### src/rtl/baud_tick_gen_frac.sv
// Fractional baud tick generator: a phase accumulator produces oversample
// ticks at f_clk * inc / 2^ACC_WIDTH, with bit-boundary and mid-bit strobes.
// Increment changes are held pending and only take effect at a bit boundary
// (or while stopped / resyncing) so a bit in flight never changes rate.
module baud_tick_gen_frac #(
  parameter int ACC_WIDTH    = 24,
  parameter int OVERSAMPLING = 16,
  parameter int DEFAULT_INC  = 2576980,
  localparam int PW          = $clog2(OVERSAMPLING)
) (
  input  logic                 clk,
  input  logic                 rst,
  input  logic                 enable,
  input  logic                 resync,
  input  logic [ACC_WIDTH-1:0] inc_i,
  input  logic                 inc_we,
  output logic                 os_tick,
  output logic                 bit_tick,
  output logic                 mid_tick,
  output logic [PW-1:0]        os_phase,
  output logic                 inc_busy
);

  logic [ACC_WIDTH-1:0] acc;
  logic [ACC_WIDTH-1:0] inc_active;
  logic [ACC_WIDTH-1:0] inc_pending;
  logic [ACC_WIDTH:0]   sum;
  logic                 carry;
  logic                 run;
  logic                 bit_set;
  logic                 mid_set;
  logic                 xfer;

  // Next accumulator value and the strobes it implies this edge
  always_comb begin
    sum     = {1'b0, acc} + {1'b0, inc_active};
    carry   = sum[ACC_WIDTH];
    run     = enable && !resync;
    bit_set = run && carry && (os_phase == PW'(OVERSAMPLING - 1));
    mid_set = run && carry && (os_phase == PW'(OVERSAMPLING / 2 - 1));
    // Safe points to swap the increment: bit boundary, stopped, or realigning
    xfer    = !enable || resync || bit_set;
  end

  // Phase accumulator, oversample phase counter and registered tick outputs
  always_ff @(posedge clk) begin
    if (rst) begin
      acc      <= '0;
      os_phase <= '0;
      os_tick  <= 1'b0;
      bit_tick <= 1'b0;
      mid_tick <= 1'b0;
    end else if (!run) begin
      acc      <= '0;
      os_phase <= '0;
      os_tick  <= 1'b0;
      bit_tick <= 1'b0;
      mid_tick <= 1'b0;
    end else begin
      acc      <= sum[ACC_WIDTH-1:0];
      os_tick  <= carry;
      bit_tick <= bit_set;
      mid_tick <= mid_set;
      // OVERSAMPLING is a power of two, so the natural wrap is the modulo
      if (carry) os_phase <= os_phase + 1'b1;
    end
  end

  // Increment double-buffer: writes land in pending, move to active at xfer
  always_ff @(posedge clk) begin
    if (rst) begin
      inc_active  <= ACC_WIDTH'(DEFAULT_INC);
      inc_pending <= ACC_WIDTH'(DEFAULT_INC);
      inc_busy    <= 1'b0;
    end else if (xfer) begin
      if (inc_we) begin
        inc_active  <= inc_i;
        inc_pending <= inc_i;
      end else if (inc_busy) begin
        inc_active  <= inc_pending;
      end
      inc_busy <= 1'b0;
    end else if (inc_we) begin
      inc_pending <= inc_i;
      inc_busy    <= 1'b1;
    end
  end

endmodule

### config.mk
export PLATFORM = sky130hd
export DESIGN_NAME = baud_tick_gen_frac
export DESIGN_NICKNAME = d
export VERILOG_FILES = /design/src/rtl/baud_tick_gen_frac.sv
export SDC_FILE = /design/constraint.sdc
export NUM_CORES = 1
export LEC_CHECK = 0
export BUFFER_PORTS_ARGS = -buffer_cell sky130_fd_sc_hd__buf_2
export CORE_MARGIN = 2
export CORE_UTILIZATION = 52
export DETAILED_ROUTE_END_ITERATION = 10
export PLACE_DENSITY = 0.74
export SLEW_MARGIN = 20
export SYNTH_ARGS = -nofsm -noshare
export SYNTH_HDL_FRONTEND = slang
export SYNTH_SLANG_ARGS = --single-unit
export TNS_END_PERCENT = 50
### constraint.sdc
create_clock -name clk -period 5 [get_ports clk]
set_input_delay 1 -clock clk [delete_from_list [all_inputs] [get_ports clk]]
set_output_delay 1 -clock clk [all_outputs]
set_load 0.03 [all_outputs]
# == Word level (Yosys, flattened, before mapping) ==
# Index checks and enable logic that the tools add are counted.
# word_totals
regBits,80
input_bits,29
# op_classes
add_sub_neg,2
eq_ne,2
n_mux,2
bitwise,1
reduce_logical,12
# op_table
operator,n
2-to-1 mux 24 bit,2
adder 24 x 24 -> 25 bit,1
"adder 4 x 1 -> 4 bit, second input constant",1
"== test 4 x 3 -> 1 bit, second input constant",1
"== test 4 bit, second input constant",1
logical AND 1 bit,4
OR reduction 2 bit,2
logical NOT 1 bit,2
logical OR 1 bit,2
AND reduction 2 bit,1
nonzero test 2 bit,1
inverter 1 bit,1

# == Longest topological paths before layout ==
# Gate-level depths: netlist of run 1.
# logic_depth
word_depth,6
depth_mapped,11
mapped_depth_nobuf,9

# == Worst setup path before layout of run 1 ==
# No wires, ideal clock.
# synth_path
path_type,flip-flop to flip-flop
startpoint,register acc[0]
endpoint,register inc_active[12]
setup_time_ns,0.121
t_arrival_ns,2.607
path_slack_ns,2.272
path_stages_with_launch,12
path_buffers,2
period_less_slack_ns,2.728
path_cell_list,dfxtp_1 -> ha_1 -> fa_1 -> a211oi_1 -> o21a_2 -> or3_4 -> a211oi_2 -> o31a_2 -> a21o_1 -> buf_6 -> buf_12 -> mux2_4
# synth_via
elab_chain_len,5
# synth_rtl
item,line,rtl
"start, declared",24,logic [ACC_WIDTH-1:0] acc;
"start signal, assigned",60,acc <= sum[ACC_WIDTH-1:0];
adder 24 x 24 -> 25 bit,36,"sum = {1'b0, acc} + {1'b0, inc_active};"
logical AND 1 bit (2 in series),39,bit_set = run && carry && (os_phase == PW'(OVERSAMPLING - 1));
logical OR 1 bit,42,xfer = !enable || resync || bit_set;
AND reduction 2 bit (no source line),--,
"end signal, assigned",72,inc_active <= ACC_WIDTH'(DEFAULT_INC);
"end signal, assigned",77,inc_active <= inc_i;
"end signal, assigned",80,inc_active <= inc_pending;
"end, declared",25,logic [ACC_WIDTH-1:0] inc_active;
# No other way between the ends.
# A chain may end at the register's enable or synchronous reset.

# == Final worst setup path of run 1 ==
# layout_path
startpoint,register inc_active[0]
endpoint,register inc_active[2]
# layout_via
elab_chain_len,5
# layout_rtl
item,line
adder 24 x 24 -> 25 bit,36
logical AND 1 bit (2 in series),39
logical OR 1 bit,42
AND reduction 2 bit (no source line),--
# No other way between the ends.

==> results of run 1 <==
-- placed cells by master (no fill, tap or decap), drive strengths merged, types with 5 or more instances in the layout --
master,count
a211o,10
a211oi,5
a21o,8
a21oi,22
a221oi,13
buf,37
clkbuf,10
dfxtp,80
ha,25
inv,6
mux2,10
mux2i,16
nand2,16
nand3,7
nand4,6
nor2,60
nor2b,15
nor3,11
o21a,6
o21ai,14
or2,11
or3,5
xnor2,11
xor2,7
-- sequential cells by signal, summed over array words and instances, names as in the netlist --
register and count:
inc_pending 24, inc_busy 1, acc 24, os_phase 4, os_tick 1, bit_tick 1, mid_tick 1, inc_active 24
-- final timing paths --
| check | startpoint | endpoint | slack [ps] |
|---|---|---|---|
| max | inc_active[0] | inc_active[2] | 1620 |
| min | inc_pending[0] | inc_pending[0] | 510 |
| min reg2reg | inc_pending[0] | inc_pending[0] | 510 |
| max reg2reg | inc_active[0] | inc_active[2] | 1620 |
-- layout make-up --
class | count | area, µm²
flip-flops and latches | 80 | 1602
clock buffers | 10 | 137.6
well taps | 99 | 123.9
clock inverters | 6 | 73.82
repair buffers | 37 | 187.7
fillers | 648 | 2955
inverters | 4 | 15.01
multi-input cells | 311 | 2197
-- logic make-up after synthesis --
logic type / Yosys count / share of synthesized area
AOI/OAI and AO/OA: 95 / 0.1763
adders and majority gates: 26 / 0.08479
muxes: 26 / 0.07523
and+or+nand+nor: 146 / 0.1833
buffers and inverters: 24 / 0.03219
DFF: 80 / 0.4080
xor gates and xnor gates: 18 / 0.04017
-- power by group through the flow --
stage / Clock, mW / Sequential, mW / Combinational, mW
after detailed placement: 0 / 0.706 / 0.216
after global placement: 0 / 0.705 / 0.211
final: 0.508 / 0.691 / 0.220
after floorplan: 0 / 0.698 / 0.176
after global routing: 0.542 / 0.695 / 0.246
after CTS: 0.516 / 0.691 / 0.218
-- worst register-to-register path: stages (launching register included) --
cell,delay [ps]
dfxtp_1,340
ha_1,190
fa_1,230
a211oi_1,100
o21a_2,250
or3_4,400
a211oi_2,350
o31a_2,230
a21o_1,750
mux2_2,420
-- per-stage QoR --
stage	cell area (µm²)	std cells	power [mW]
3_5_place_dp	4125	531	0.9224
4_1_cts	4337	547	1.426
5_1_grt	4337	547	1.483
3_3_place_gp	4125	531	0.9163
2_1_floorplan	3925	415	0.8744
6_report	4337	547	1.418
-- layer usage --
layer	part of all wire	vias to the layer above	wire (µm)
met5	0	-	0
met4	0.027	0	224
met3	0.033	13	273
met2	0.49	61	4077
met1	0.45	1454	3814
li1	-	1557	-
==> out/summary.txt, run 1 <==
initial DRC count: 170
clock latency on the worst-skew pair: 350 ps
post-synthesis sequential area ratio: 0.4080
Synth cell types: 53
Avg Inst Size Synth: 9.458 µm²
gr busiest metal: met2
GP Congestion: 0.9225
Tightest Pin Transition: 1036 ps
largest cells by area after synthesis: dfxtp_1 (41%), ha_1 (8.0%), nor2_1 (5.7%)
HP Class: flop to flop
ys flop type: dfxtp_1
Final Cycle Share: 0.6764
core area: 7292 µm²
fin util: 0.5947
clk root buf: clkbuf_8
cts repair resizes: 0
GR Util All Layers: 0.2092
Final ANT Viol Nets: 0
Leakage: 1.838 nW
P_sw: 397.5 µW
Worst Reg2Reg Path Length in Cells: 9
minimum clock period: 3382 ps
Slew Viols, Final: 0
Cell Chain, Critical Path: ha_1, fa_1, a211oi_1, o21a_2, or3_4, a211oi_2, o31a_2, a21o_1, mux2_2
type of the worst setup path: flop to flop
Crit. End Element: flop
Setup Total Neg Slack: 0 ps
Largest delay share family, worst path: compound AO/OA/AOI/OAI gates
number of global-route vias before repair: 2990
CTS Sinks: 80
CP max FO: 24
post-CTS setup buffers: 0
Warnings, synthesis: 0
CP bufs+invs: 0
Worst path depth: 9
number of vias per cell: 5.640
DRC violations left: 0
maxcap violations: 0
Inserted Clock Buffers: 9
hold path cells: 2
GR Util met2: 0.3520
Initial Utilization: 0.5383
first-pass GRT wire length: 13980 µm
count leader, synth: dfxtp_1
Final Hold Viols: 0
post-detail-place hpwl: 5917 µm
fin nets: 498
Clock Power Share: 0.358
Yosys reg bits: 80
Buffers on Ports: 36
Critical Path RT: 5250 ps
met3 Use GR: 0.03255
Slowest cell on crit path: a21o_1
Worst Skew: 7.397 ps
CP Launch Type: flop
CTS max path bufs: 2
gr ovfl total: 0
IO Pins: 37
Post-synth EDFFs: 0
# rows: 31
Hold WS: 510.5 ps
Max-slew headroom: 0.3092
H-tree depth: 3
cells after synthesis: 415
ratio of cells with drive above 1 in the final layout: 0.1830
Reg power frac: 0.487
TritonCTS clock tree: built
internal power: 1.021 mW
post-synth top area share: 0.4080
commonest cells in the netlist: dfxtp_1 (80), nor2_1 (60), ha_1 (25)
pwr dens: 327.0 nW/µm²
final setup violation count: 0
Reg clk slew, reported paths: 80 ps
chip height: 90.88 µm
cell taking the most area after synthesis: dfxtp_1
die area: 8259 µm²
drt pass-1 iters: 4
ant diodes: 0
Fmax: 295.7 MHz
Sw Share: 0.2803
syn_nets: 470
Hold-fix buffers, CTS: 0
VDD IR-drop max: 0.2146 mV
Arr. time, crit path: 3630 ps
largest net degree at the start of global routing: 51
P&R area growth vs syn: 10.49%
grt met1 use: 0.2674
RSZ-0062 raised after global routing: no
Die X: 90.88 µm
async set-reset flop share out of synthesis: 0
routed length per instance: 15.34 µm
delay of the slowest critical-path stage: 750 ps
antenna violations before repair: 0
Synth Cell Area: 3925 µm²
final wirelength: 8389 µm
Logic pwr share: 0.155
status: completed
DR vias: 3085
setup ws final: 1618 ps
Setup WS pre-CTS: 1682 ps
Note: power is estimated with default switching activity, not from simulation.
==> run 2, diff against run 1 <==
clock period = 3.25 ns   (was 5 ns; I/O delays follow)
==> run 2 against run 1 <==
Hold slack got worse by 8.4 ps. Sequential power rose by 53%. Global-route usage rose by 0.55 points. Sequential share of layout area fell by 0.33 points. Final cell count rose by 0.37%. Combinational power rose by 57%. Clock power rose by 61%. Sequential cell count did not move. Cell area rose by 0.89%. Fmax rose by 16%. Setup slack got worse by 1300 ps. Core utilization rose by 0.53 points. Critical path type unchanged. Critical endpoint is now inc_active[4]. Largest power group unchanged.
==> out/summary.txt, run 2 (synthesis gave the netlist of run 1 again) <==
status: completed
ant diodes: 0
Regs by FF count: acc x24, inc_active x24, inc_pending x24
number of vias per cell: 5.709
Critical Path RT: 3500 ps
initial DRC count: 218
clock latency on the worst-skew pair: 370 ps
RSZ-0062 raised after global routing: no
core area: 7292 µm²
final wirelength: 8505 µm
Final Hold Viols: 0
commonest non-fill, non-tap cell in the layout: dfxtp_1
IO Pins: 37
type of the worst setup path: flop to flop
Arr. time, crit path: 3160 ps
Leakage: 1.858 nW
Inserted Clock Buffers: 9
commonest non-fill, non-tap cells in the layout: dfxtp_1 (80), nor2_1 (60), buf_2 (36)
VDD IR-drop max: 0.2380 mV
CTS Sinks: 80
first-pass GRT wire length: 14150 µm
Worst Skew: 7.809 ps
DRC violations left: 0
CP Launch Type: flop
Crit. End Element: flop
internal power: 1.622 mW
Tightest Pin Transition: 860.0 ps
Logic pwr share: 0.155
cts repair resizes: 0
GR Util All Layers: 0.2147
largest net degree at the start of global routing: 51
CP max FO: 24
Reg power frac: 0.478
fillcell total: 662
drt pass-1 iters: 4
die area: 8259 µm²
Buffers on Ports: 36
Worst R2R End: inc_active[4]
maxcap violations: 0
Initial Utilization: 0.5383
RR Startpoint: inc_active[11]
Die X: 90.88 µm
H-tree depth: 3
hold path cells: 2
Critical Path End: inc_active[4]
crit path from: inc_active[11]
Clock Power Share: 0.367
GP Congestion: 0.9138
Cell Area, Placed: 4160 µm²
P_sw: 605.8 µW
TritonCTS clock tree: built
CTS max path bufs: 2
Fmax: 343.7 MHz
routed length per instance: 15.49 µm
Final Cell Area: 4375 µm²
ratio of cells with drive above 1 in the final layout: 0.1867
# rows: 31
Sw Share: 0.2719
Final ANT Viol Nets: 0
r2r setup slk: 340 ps
Slew Viols, Final: 0
final setup violation count: 0
clk root buf: clkbuf_8
DR vias: 3134
chip height: 90.88 µm
minimum clock period: 2910 ps
HP Class: flop to flop
Final Cycle Share: 0.8953
P&R area growth vs syn: 11.48%
Worst Reg2Reg Path Length in Cells: 9
Max-slew headroom: 0.4255
pwr dens: 509.1 nW/µm²
post-CTS setup buffers: 0
fin nets: 501
gr ovfl total: 0
Reg clk slew, reported paths: 80 ps
Hold-fix buffers, CTS: 0
antenna violations before repair: 0
number of global-route vias before repair: 3015
post-detail-place hpwl: 6101 µm
Setup Total Neg Slack: 0 ps
-- run 2: area by class of cell --
| type | count | area (µm²) | share of cell area |
|---|---|---|---|
| Clock buffer | 9 | 123.9 | 0.02831 |
| Clock inverter | 6 | 91.34 | 0.02088 |
| Inverter | 4 | 15.01 | 0.003432 |
| Multi-Input combinational cell | 311 | 2197 | 0.5021 |
| Sequential cell | 80 | 1602 | 0.3660 |
| Tap cell | 99 | 123.9 | 0.02831 |
| Timing Repair Buffer | 40 | 222.7 | 0.05090 |
-- run 2: per-stage QoR --
step	total power [mW]	cells	hold slack, ps	util	worst slack (ps)
2_1_floorplan	1.345	415	455.5	-	521.7
5_1_grt	2.330	549	501.7	0.6000	153.8
6_report	2.228	549	502.1	0.6000	340.4
3_5_place_dp	1.426	534	488.4	0.5705	377.7
4_1_cts	2.237	549	497.3	0.6000	344.3
3_3_place_gp	1.414	534	475.6	0.5705	469.5
-- run 2: power by group through the flow --
stage,clock network (mW),registers [mW],logic [mW]
floorplan,0,1.07,0.271
global placement,0,1.09,0.329
detailed placement,0,1.09,0.338
CTS,0.829,1.06,0.343
global route,0.875,1.07,0.385
finish,0.819,1.06,0.345
-- run 2: critical path, stage by stage (launching register included) --
cell      delay (ps)
dfxtp_1          320
ha_1             380
nand2_1          100
o211a_1          260
or3b_2           490
a211oi_2         270
o31a_2           240
a21o_1           180
buf_12           190
mux2_2           360
-- run 2: how the worst min path moves through the flow --
stage                           end             from
global placement    inc_pending[19]  inc_pending[19]
finish              inc_pending[19]  inc_pending[19]
global route        inc_pending[21]        inc_i[21]
detailed placement  inc_pending[19]  inc_pending[19]
CTS                 inc_pending[21]        inc_i[21]
floorplan            inc_pending[0]   inc_pending[0]
-- run 2: metal layers --
layer  routed length (µm)  part of all wire  track usage  vias to the layer above
met5                    0                 0            0                        -
li1                     -                 -            -                     1556
met3                  370             0.044      0.04591                       25
met4                  318             0.037       0.1250                        0
met1                 3733              0.44       0.2633                     1470
met2                 4082              0.48       0.3476                       83
